### src/rtl/vga_tty.sv
// vga_tty: converts a character byte stream into character-memory writes.
// It tracks the cursor, decodes control codes, clears the next line when the
// cursor advances to a new row, and clears the whole screen on form feed.
// Optional feature: define VGA_TTY_TAB_EN so that HT (0x09) moves the cursor
// to the next multiple of 8. Without it, HT is accepted and ignored.
module vga_tty #(
  parameter int ROWS = 30,
  parameter int COLS = 70
) (
  input  logic        clock,
  input  logic        reset,
  input  logic        in_valid,
  output logic        in_ready,
  input  logic [7:0]  in_char,
  input  logic [2:0]  fg_color,
  input  logic [2:0]  bg_color,
  output logic        sel,
  output logic        we,
  output logic [31:0] addr,
  output logic [31:0] din,
  output logic [4:0]  cur_row,
  output logic [6:0]  cur_col,
  output logic        busy
);

  typedef enum logic [1:0] {S_IDLE, S_LINE, S_SCREEN} state_t;

  localparam logic [4:0] ROW_LAST = 5'(ROWS - 1);
  localparam logic [6:0] COL_LAST = 7'(COLS - 1);
  localparam logic [7:0] COL_END  = 8'(COLS);

  state_t     state, nxt_state;
  logic [4:0] nxt_row, clr_row, nxt_clr_row, w_row, row_inc;
  logic [6:0] nxt_col, clr_col, nxt_clr_col, w_col;
  logic [7:0] col_inc, w_chr;
  logic [2:0] fg_q, bg_q, w_fg, w_bg;
  logic       clr_last, nxt_last, w_en, adv;
`ifdef VGA_TTY_TAB_EN
  logic [7:0] tab_col;
`endif

  assign col_inc = {1'b0, cur_col} + 8'd1;
  assign row_inc = (cur_row == ROW_LAST) ? 5'd0 : cur_row + 5'd1;
`ifdef VGA_TTY_TAB_EN
  assign tab_col = {1'b0, cur_col | 7'h07} + 8'd1;
`endif

  // State, cursor, clear counters and the registered write port.
  always_ff @(posedge clock or negedge reset) begin
    if (!reset) begin
      state    <= S_IDLE;
      cur_row  <= '0;
      cur_col  <= '0;
      fg_q     <= '0;
      bg_q     <= '0;
      clr_row  <= '0;
      clr_col  <= '0;
      clr_last <= 1'b0;
      sel      <= 1'b0;
      we       <= 1'b0;
      addr     <= '0;
      din      <= '0;
    end else begin
      state    <= nxt_state;
      cur_row  <= nxt_row;
      cur_col  <= nxt_col;
      fg_q     <= w_fg;
      bg_q     <= w_bg;
      clr_row  <= nxt_clr_row;
      clr_col  <= nxt_clr_col;
      clr_last <= nxt_last;
      sel      <= w_en;
      we       <= w_en;
      addr     <= w_en ? {19'b0, w_col, w_row, 1'b0} : 32'd0;
      din      <= w_en ? {18'b0, w_bg, w_fg, w_chr} : 32'd0;
    end
  end

  // Byte decode and clear sequencing; produces at most one write per cycle.
  // Clear states linger one cycle after their last write is issued so that
  // busy covers every visible clear write.
  always_comb begin
    nxt_state   = state;
    nxt_row     = cur_row;
    nxt_col     = cur_col;
    nxt_clr_row = clr_row;
    nxt_clr_col = clr_col;
    nxt_last    = clr_last;
    w_en        = 1'b0;
    w_row       = cur_row;
    w_col       = cur_col;
    w_chr       = 8'h20;
    w_fg        = fg_q;
    w_bg        = bg_q;
    adv         = 1'b0;
    case (state)
      S_IDLE: begin
        if (in_valid) begin
          w_fg = fg_color;
          w_bg = bg_color;
          if (in_char >= 8'h20 && in_char <= 8'h7E) begin
            w_en  = 1'b1;
            w_chr = in_char;
            if (col_inc == COL_END) begin
              nxt_col = '0;
              adv     = 1'b1;
            end else begin
              nxt_col = col_inc[6:0];
            end
          end else begin
            case (in_char)
              8'h0A: begin
                nxt_col = '0;
                adv     = 1'b1;
              end
              8'h0D: nxt_col = '0;
              8'h08: begin
                if (cur_col != '0) begin
                  nxt_col = cur_col - 7'd1;
                  w_en    = 1'b1;
                  w_col   = cur_col - 7'd1;
                end
              end
              8'h0C: begin
                nxt_row     = '0;
                nxt_col     = '0;
                nxt_clr_row = '0;
                nxt_clr_col = '0;
                nxt_last    = 1'b0;
                nxt_state   = S_SCREEN;
              end
`ifdef VGA_TTY_TAB_EN
              8'h09: begin
                if (tab_col >= COL_END) begin
                  nxt_col = '0;
                  adv     = 1'b1;
                end else begin
                  nxt_col = tab_col[6:0];
                end
              end
`endif
              default: ;
            endcase
          end
          if (adv) begin
            nxt_row     = row_inc;
            nxt_clr_col = '0;
            nxt_last    = 1'b0;
            nxt_state   = S_LINE;
          end
        end
      end
      S_LINE: begin
        if (clr_last) begin
          nxt_state = S_IDLE;
        end else begin
          w_en  = 1'b1;
          w_col = clr_col;
          if (clr_col == COL_LAST) nxt_last = 1'b1;
          else nxt_clr_col = clr_col + 7'd1;
        end
      end
      S_SCREEN: begin
        if (clr_last) begin
          nxt_state = S_IDLE;
        end else begin
          w_en  = 1'b1;
          w_row = clr_row;
          w_col = clr_col;
          if (clr_col == COL_LAST) begin
            nxt_clr_col = '0;
            if (clr_row == ROW_LAST) nxt_last = 1'b1;
            else nxt_clr_row = clr_row + 5'd1;
          end else begin
            nxt_clr_col = clr_col + 7'd1;
          end
        end
      end
      default: nxt_state = S_IDLE;
    endcase
  end

  // Handshake and status flags follow the state directly.
  always_comb begin
    in_ready = (state == S_IDLE);
    busy     = (state != S_IDLE);
  end

endmodule

### config.mk
export PLATFORM = sky130hd
export DESIGN_NAME = vga_tty
export DESIGN_NICKNAME = d
export VERILOG_FILES = /design/src/rtl/vga_tty.sv
export SDC_FILE = /design/constraint.sdc
export NUM_CORES = 1
export LEC_CHECK = 0
export CAP_MARGIN = 20
export CORE_ASPECT_RATIO = 1.75
export CORE_UTILIZATION = 50
export CTS_CLUSTER_DIAMETER = 200
export CTS_CLUSTER_SIZE = 14
export DETAILED_ROUTE_END_ITERATION = 6
export GPL_TIMING_DRIVEN = 0
export PLACE_DENSITY = 0.81
export SYNTH_ARGS = -nofsm -noshare
export SYNTH_HDL_FRONTEND = slang
export SYNTH_SLANG_ARGS = --single-unit
### constraint.sdc
create_clock -name clock -period 2.6 [get_ports clock]
set_input_delay 0.26 -clock clock [delete_from_list [all_inputs] [get_ports clock]]
set_output_delay 0.26 -clock clock [all_outputs]
set_load 0.005 [all_outputs]
-- After elaboration in Yosys (flattened, before gate mapping)
Index checks and enable logic that the tools add are counted.
- order comparisons: 2
- multiply operators: 0
- bitwise logic cells: 0
- multiplexer cells: 65
- reduce and logical (&&, ||, !) cells: 16
- equality and inequality tests: 22
- add/sub/neg operators: 5
- shifts and indexed selects: 0
- divide/modulo/power cells: 0
- operators by type and width (kind ; number):
    7-bit 2-to-1 mux ; 15
    5-bit 2-to-1 mux ; 10
    8-bit by 4-bit equality test with 1-bit output, second input constant ; 4
    7-bit case mux with 2 select lines ; 2
    8-bit 2-to-1 mux ; 3
    7-bit case mux with 3 select lines ; 1
    1-bit 2-to-1 mux ; 19
    14-bit 2-to-1 mux ; 1
    2-bit != test, second input constant ; 7
    7-bit AND reduction ; 2
    13-bit 2-to-1 mux ; 1
    3-bit 2-to-1 mux ; 4
    4-bit AND reduction ; 3
    5-bit by 1-bit adder with 5-bit output, second input constant ; 2
    5-bit equality test, second input constant ; 2
    2-bit 2-to-1 mux ; 5
    5-bit case mux with 2 select lines ; 1
    7-bit by 1-bit adder with 8-bit output, second input constant ; 1
    8-bit by 7-bit equality test with 1-bit output, second input constant ; 1
    8-bit by 6-bit >= comparator with 1-bit output, second input constant ; 1
    8-bit by 7-bit less-or-equal comparator with 1-bit output, second input constant ; 1
    7-bit by 1-bit adder with 7-bit output, second input constant ; 1
    7-bit equality test, second input constant ; 1
    7-bit nonzero test ; 1
    16 further kinds ; 21
- bits in read-only memories: 0
- output and inout bits: 80
- input port bits: 17
- latch bits: 0
- bits in registers: 61
- RAM bits: 0
- memories: 0

-- Depth between registers and ports, before layout
- depth after elaboration: 9
- depth in mapped cells: 10
- gate-level depth less buffers: 8

-- Least setup slack after synthesis
OpenSTA, ideal clock, no wires.
- path kind: reg-to-reg
- start point: register cur_col[0]
- end point: register clr_col[5]
- buffers on the path: 0
- data required time: 2508 ps
- stages on the path, launching flop included: 8
- slack: 566 ps
- data arrival time: 1942 ps
- path through: dfrtp_1 ha_1 or3b_1 o31ai_4 and3_1 a211oi_2 or3_4 o31ai_2
- longest elaborated chain between the ends: 9
- ends and longest elaborated chain (element ; RTL line ; source):
    start: declaration ; 22 ; output logic [6:0] cur_col,
    start signal: assignment ; 66 ; cur_col <= nxt_col;
    7-bit by 1-bit adder with 8-bit output * ; 42 ; assign col_inc = {1'b0, cur_col} + 8'd1;
    8-bit by 7-bit equality test with 1-bit output * ; 104 ; if (col_inc == COL_END) begin
    1-bit 2-to-1 mux * ; 104 ;
    1-bit 2-to-1 mux * ; 101 ; if (in_char >= 8'h20 && in_char <= 8'h7E) begin
    1-bit 2-to-1 mux * ; 98 ; if (in_valid) begin
    1-bit 2-to-1 mux * ; 96 ; case (state)
    7-bit 2-to-1 mux ; 145 ; if (adv) begin
    7-bit 2-to-1 mux ; 98 ;
    7-bit case mux with 3 select lines ; 96 ;
    end signal: assignment ; 70 ; clr_col <= nxt_clr_col;
    end: declaration ; 34 ; logic [6:0] nxt_col, clr_col, nxt_clr_col, w_col;
Mark *: on every way between the ends. The rest lies on a longest branch, timed or not. The select of a mux whose other input is x is not followed.
A chain may end at the register's enable or synchronous reset.

-- Final worst setup path
- start point: register state[1]
- end point: register din[6]
- longest elaborated chain between the ends: 4
- ends and longest elaborated chain (element ; RTL line ; source):
    start: declaration ; 32 ; state_t state, nxt_state;
    start signal: assignment ; 64 ; state <= nxt_state;
    2-bit equality test or 2-bit by 1-bit equality test with 1-bit output (tied branches) ; 96 ;
    2-bit OR reduction (no source line) ; -- ;
    1-bit case mux with 2 select lines ; 96 ;
    14-bit 2-to-1 mux * ; 75 ; din <= w_en ? {18'b0, w_bg, w_fg, w_chr} : 32'd0;
    end signal: assignment ; 75 ;
    end: declaration ; 20 ; output logic [31:0] din,
Mark *: on every way between the ends. The rest lies on a longest branch, timed or not.

==> results.tsv <==
stage	metric	value	unit
logic_synthesis	count leader, synth	dfrtp_1	
grt	first-pass GRT wire length	15100	microns
cts	CTS tree	built	
logic_synthesis	Seq/Total Area, Yosys	0.389	
timing	Slew @ Worst Pin	0.702	ns
setup_path	crit path capture type	flop	
power	Logic pwr share	0.399	
timing	setup_tns	0	ns
route	Pre-antenna DRT Iters	5	
logic_synthesis	Ys Warns	0	
cts	CTS buffer count	9	
route	DR vias	3384	
power	Power per Cell Area	819	mW/mm^2
die	DIE HEIGHT	118	microns
finish	count of nets after finishing	555	
cts	Clk Latency, worst-skew pair	0.33	ns
die	Die X	68.5	microns
cts	clock sink count	60	
cts	Post-CTS Setup Bufs	0	
cts	Root Buffer	clkbuf_16	
logic_synthesis	Syn Std Cell Area	0.00386	sq mm
die	Starting Density	0.514	
route	drt drc	0	
route	Routed WL per cell	14.7	microns
logic_synthesis	post-synthesis cell count	416	
logic_synthesis	synth cell count leaders	dfrtp_1 (60), buf_4 (42), nand2_1 (39)	
logic_synthesis	Post-synth EDFFs	0	
timing	Worst slew margin	0.531	
logic_synthesis	asr flop ratio synth	1.00	
placement	I/O Buffers	57	
finish	layout cells sized above 1	0.176	
finish	# diodes	0	
die	full die area	0.00810	sq mm
logic_synthesis	top-area cell type share of the netlist area	0.389	
setup_path	reg2reg setup slack	0.25	ns
timing	post-layout min period	2.35	ns
cts	H-tree levels	3	
logic_synthesis	post-synth top area cell	dfrtp_1	
worst_hold_path	HP Class	in -> reg	
timing	Final Cycle Share	0.904	
die	Cell Rows	42	
grt	largest net degree at the start of global routing	42	
status	status	completed	
setup_path	crit-path max cell delay	0.39	ns
finish	Area Growth Syn to Fin	29.4	%
die	floorplan core area	0.00751	sq mm
power	internal power	0.00265	W
setup_path	Worst path top cell family by delay	simple AND/OR/NAND/NOR gates	
setup_path	critical path arrival	2.59	ns
setup_path	Setup CP Type	reg -> reg	
route	Via density	5.48	
die	I/O pin count	97	
setup_path	critical path launch point type	flop	
timing	max-slew violations	0	
route	Final ANT Viol Nets	0	
timing	final-report setup violation count	0	
cts	clock tree buffer depth	2	
logic_synthesis	Most used DFF post-synth	dfrtp_1	
logic_synthesis	Distinct cells, synth	65	
finish	register area	0.00150	sq mm
timing	WHS	0.279	ns
grt	initial antenna violation count	0	
setup_path	Crit-path slowest cell	dfrtp_1	
logic_synthesis	synth top area cells	dfrtp_1 (39%), buf_4 (8.2%), ha_1 (4.5%), nand2_1 (3.8%), o31ai_1 (3.1%)	
timing	RSZ-0062 raised after global routing	no	
setup_path	CP Max Fanout	10	
grt	Tot GR Track Use	0.246	
job	max cap viols	0	
timing	Final Hold Fails	0	
power	Leak Pwr	2.32	nW
finish	multi-input logic area	0.00207	sq mm
power	Pwr Total	0.00409	W
cts	clock-pin slew of the registers on the worst-case setup and hold paths	0.05	ns
timing	FMAX	425	MHz
route	Initial DRC Count	196	
setup_path	cell chain of the critical path	inv_1, ha_1, clkbuf_1, nor2b_1, a21oi_1, or2_1, buf_2, nor4_1	
power	Sw Pwr	0.00144	W
timing	Setup Skew	0.00680	ns
placement	Placer Congestion	0.864	
setup_path	Worst Path Buf+Inv	3	
power	Net Sw Frac	0.352	
finish	FILL cells	628	
logic_synthesis	#FFs+latches synth	60	
setup_path	Critical Path RT	2.83	ns
grt	Overflow after GRT	0	
power	clock power share	0.280	
route	DRT Wirelength	9080	microns
placement	HPWL Detailed	6800	microns
power	Seq pwr share	0.321	
grt	vias in the first global route	3387	
power	Max IR drop VDD	0.442	mV
logic_synthesis	syn_area_per_cell	9.29	sq um
[registers in the layout, summed over array words and instances (netlist names)]
name,cells
clr_row,5
addr,12
state,2
clr_last,1
cur_col,7
cur_row,5
din,14
bg_q,3
fg_q,3
clr_col,7
we,1
[per-layer routing]
layer / GRT usage / vias to the layer above / part of all wire
met3: 0.0550 / 27 / 0.049
met4: 0.151 / 0 / 0.037
met2: 0.422 / 128 / 0.54
met1: 0.256 / 1613 / 0.37
li1: - / 1616 / -
met5: 0 / - / 0
[cell usage in the layout (no fill, tap or decap), drive strengths merged, types with 3 or more instances in the layout]
cell            n
clkinv          3
or3             5
nor4            4
a22oi           6
o21ai          24
buf            51
o31ai          19
nand2b         10
xnor2           3
inv            15
o22ai           3
nand4           3
nor4b           5
ha             14
a21oi          11
nor2b          11
nor3            7
a31oi           6
mux2            7
nor2           31
a21o            6
a22o            4
clkdlybuf4s50  56
nand3          15
conb           39
nand2          39
and3            4
dfrtp          60
and2            6
or2             7
mux2i           7
clkbuf         19
[through the flow]
stage / instances / util / cell area (sq um) / worst slack, ns
2_1_floorplan: 454 / - / 4010 / 0.566
3_3_place_gp: 599 / 0.624 / 4690 / -0.588
3_5_place_dp: 600 / 0.626 / 4700 / 0.0497
4_1_cts: 617 / 0.665 / 5000 / 0.0446
5_1_grt: 617 / 0.666 / 5000 / 0.0489
6_report: 617 / 0.666 / 5000 / 0.249
[cells by family after synthesis]
kind of cell,after synthesis,synth area share
xor gates and xnor gates,3,0.00680
adders and majority gates,14,0.0453
buffers and inverters,72,0.114
muxes,14,0.0385
AOI/OAI and AO/OA,99,0.189
DFF,60,0.389
other,1,0.000971
and+or+nand+nor,153,0.216
[cell type report]
type                    count  share of cell area
plain buffers              57              0.0773
clock buffers              11              0.0465
clock inverters             5              0.0105
inverters                  15              0.0113
multi-input cells         322               0.413
flip-flops and latches     60               0.300
well taps                  88              0.0220
repair buffers             59               0.119
[power groups by stage]
stage               sequential, W  clock (W)  combinational (W)
floorplan                 0.00130          0           0.000933
global placement          0.00132          0            0.00156
detailed placement        0.00133          0            0.00161
CTS                       0.00131    0.00116            0.00163
global route              0.00135    0.00120            0.00181
finish                    0.00131    0.00115            0.00164
[path summary, 6_finish.rpt]
kind / start / end / cells past startpoint
worst min register to register: bg_q[1]$_DFF_PN0_ / bg_q[1]$_DFF_PN0_ / 2
worst max register to register: state[1]$_DFFE_PN0P_ / din[6]$_DFF_PN0_ / 8
min in group asynchronous: reset / clr_row[0]$_DFFE_PN0P_ / 2
worst max-delay path: state[1]$_DFFE_PN0P_ / din[6]$_DFF_PN0_ / 8
worst min-delay path: in_char[2] / din[2]$_DFF_PN0_ / 2
max in group asynchronous: reset / bg_q[0]$_DFF_PN0_ / 3
[repair_timing]
| item | 4_1_cts | 5_1_grt |
|---|---|---|
| hold buffers | 1 | 0 |
| endpoints found under the setup margin | 0 | 7 |
| gates resized for setup | 0 | 3 |
| endpoints found under the hold margin | 19 | 0 |
(Power assumes the default switching activity.)
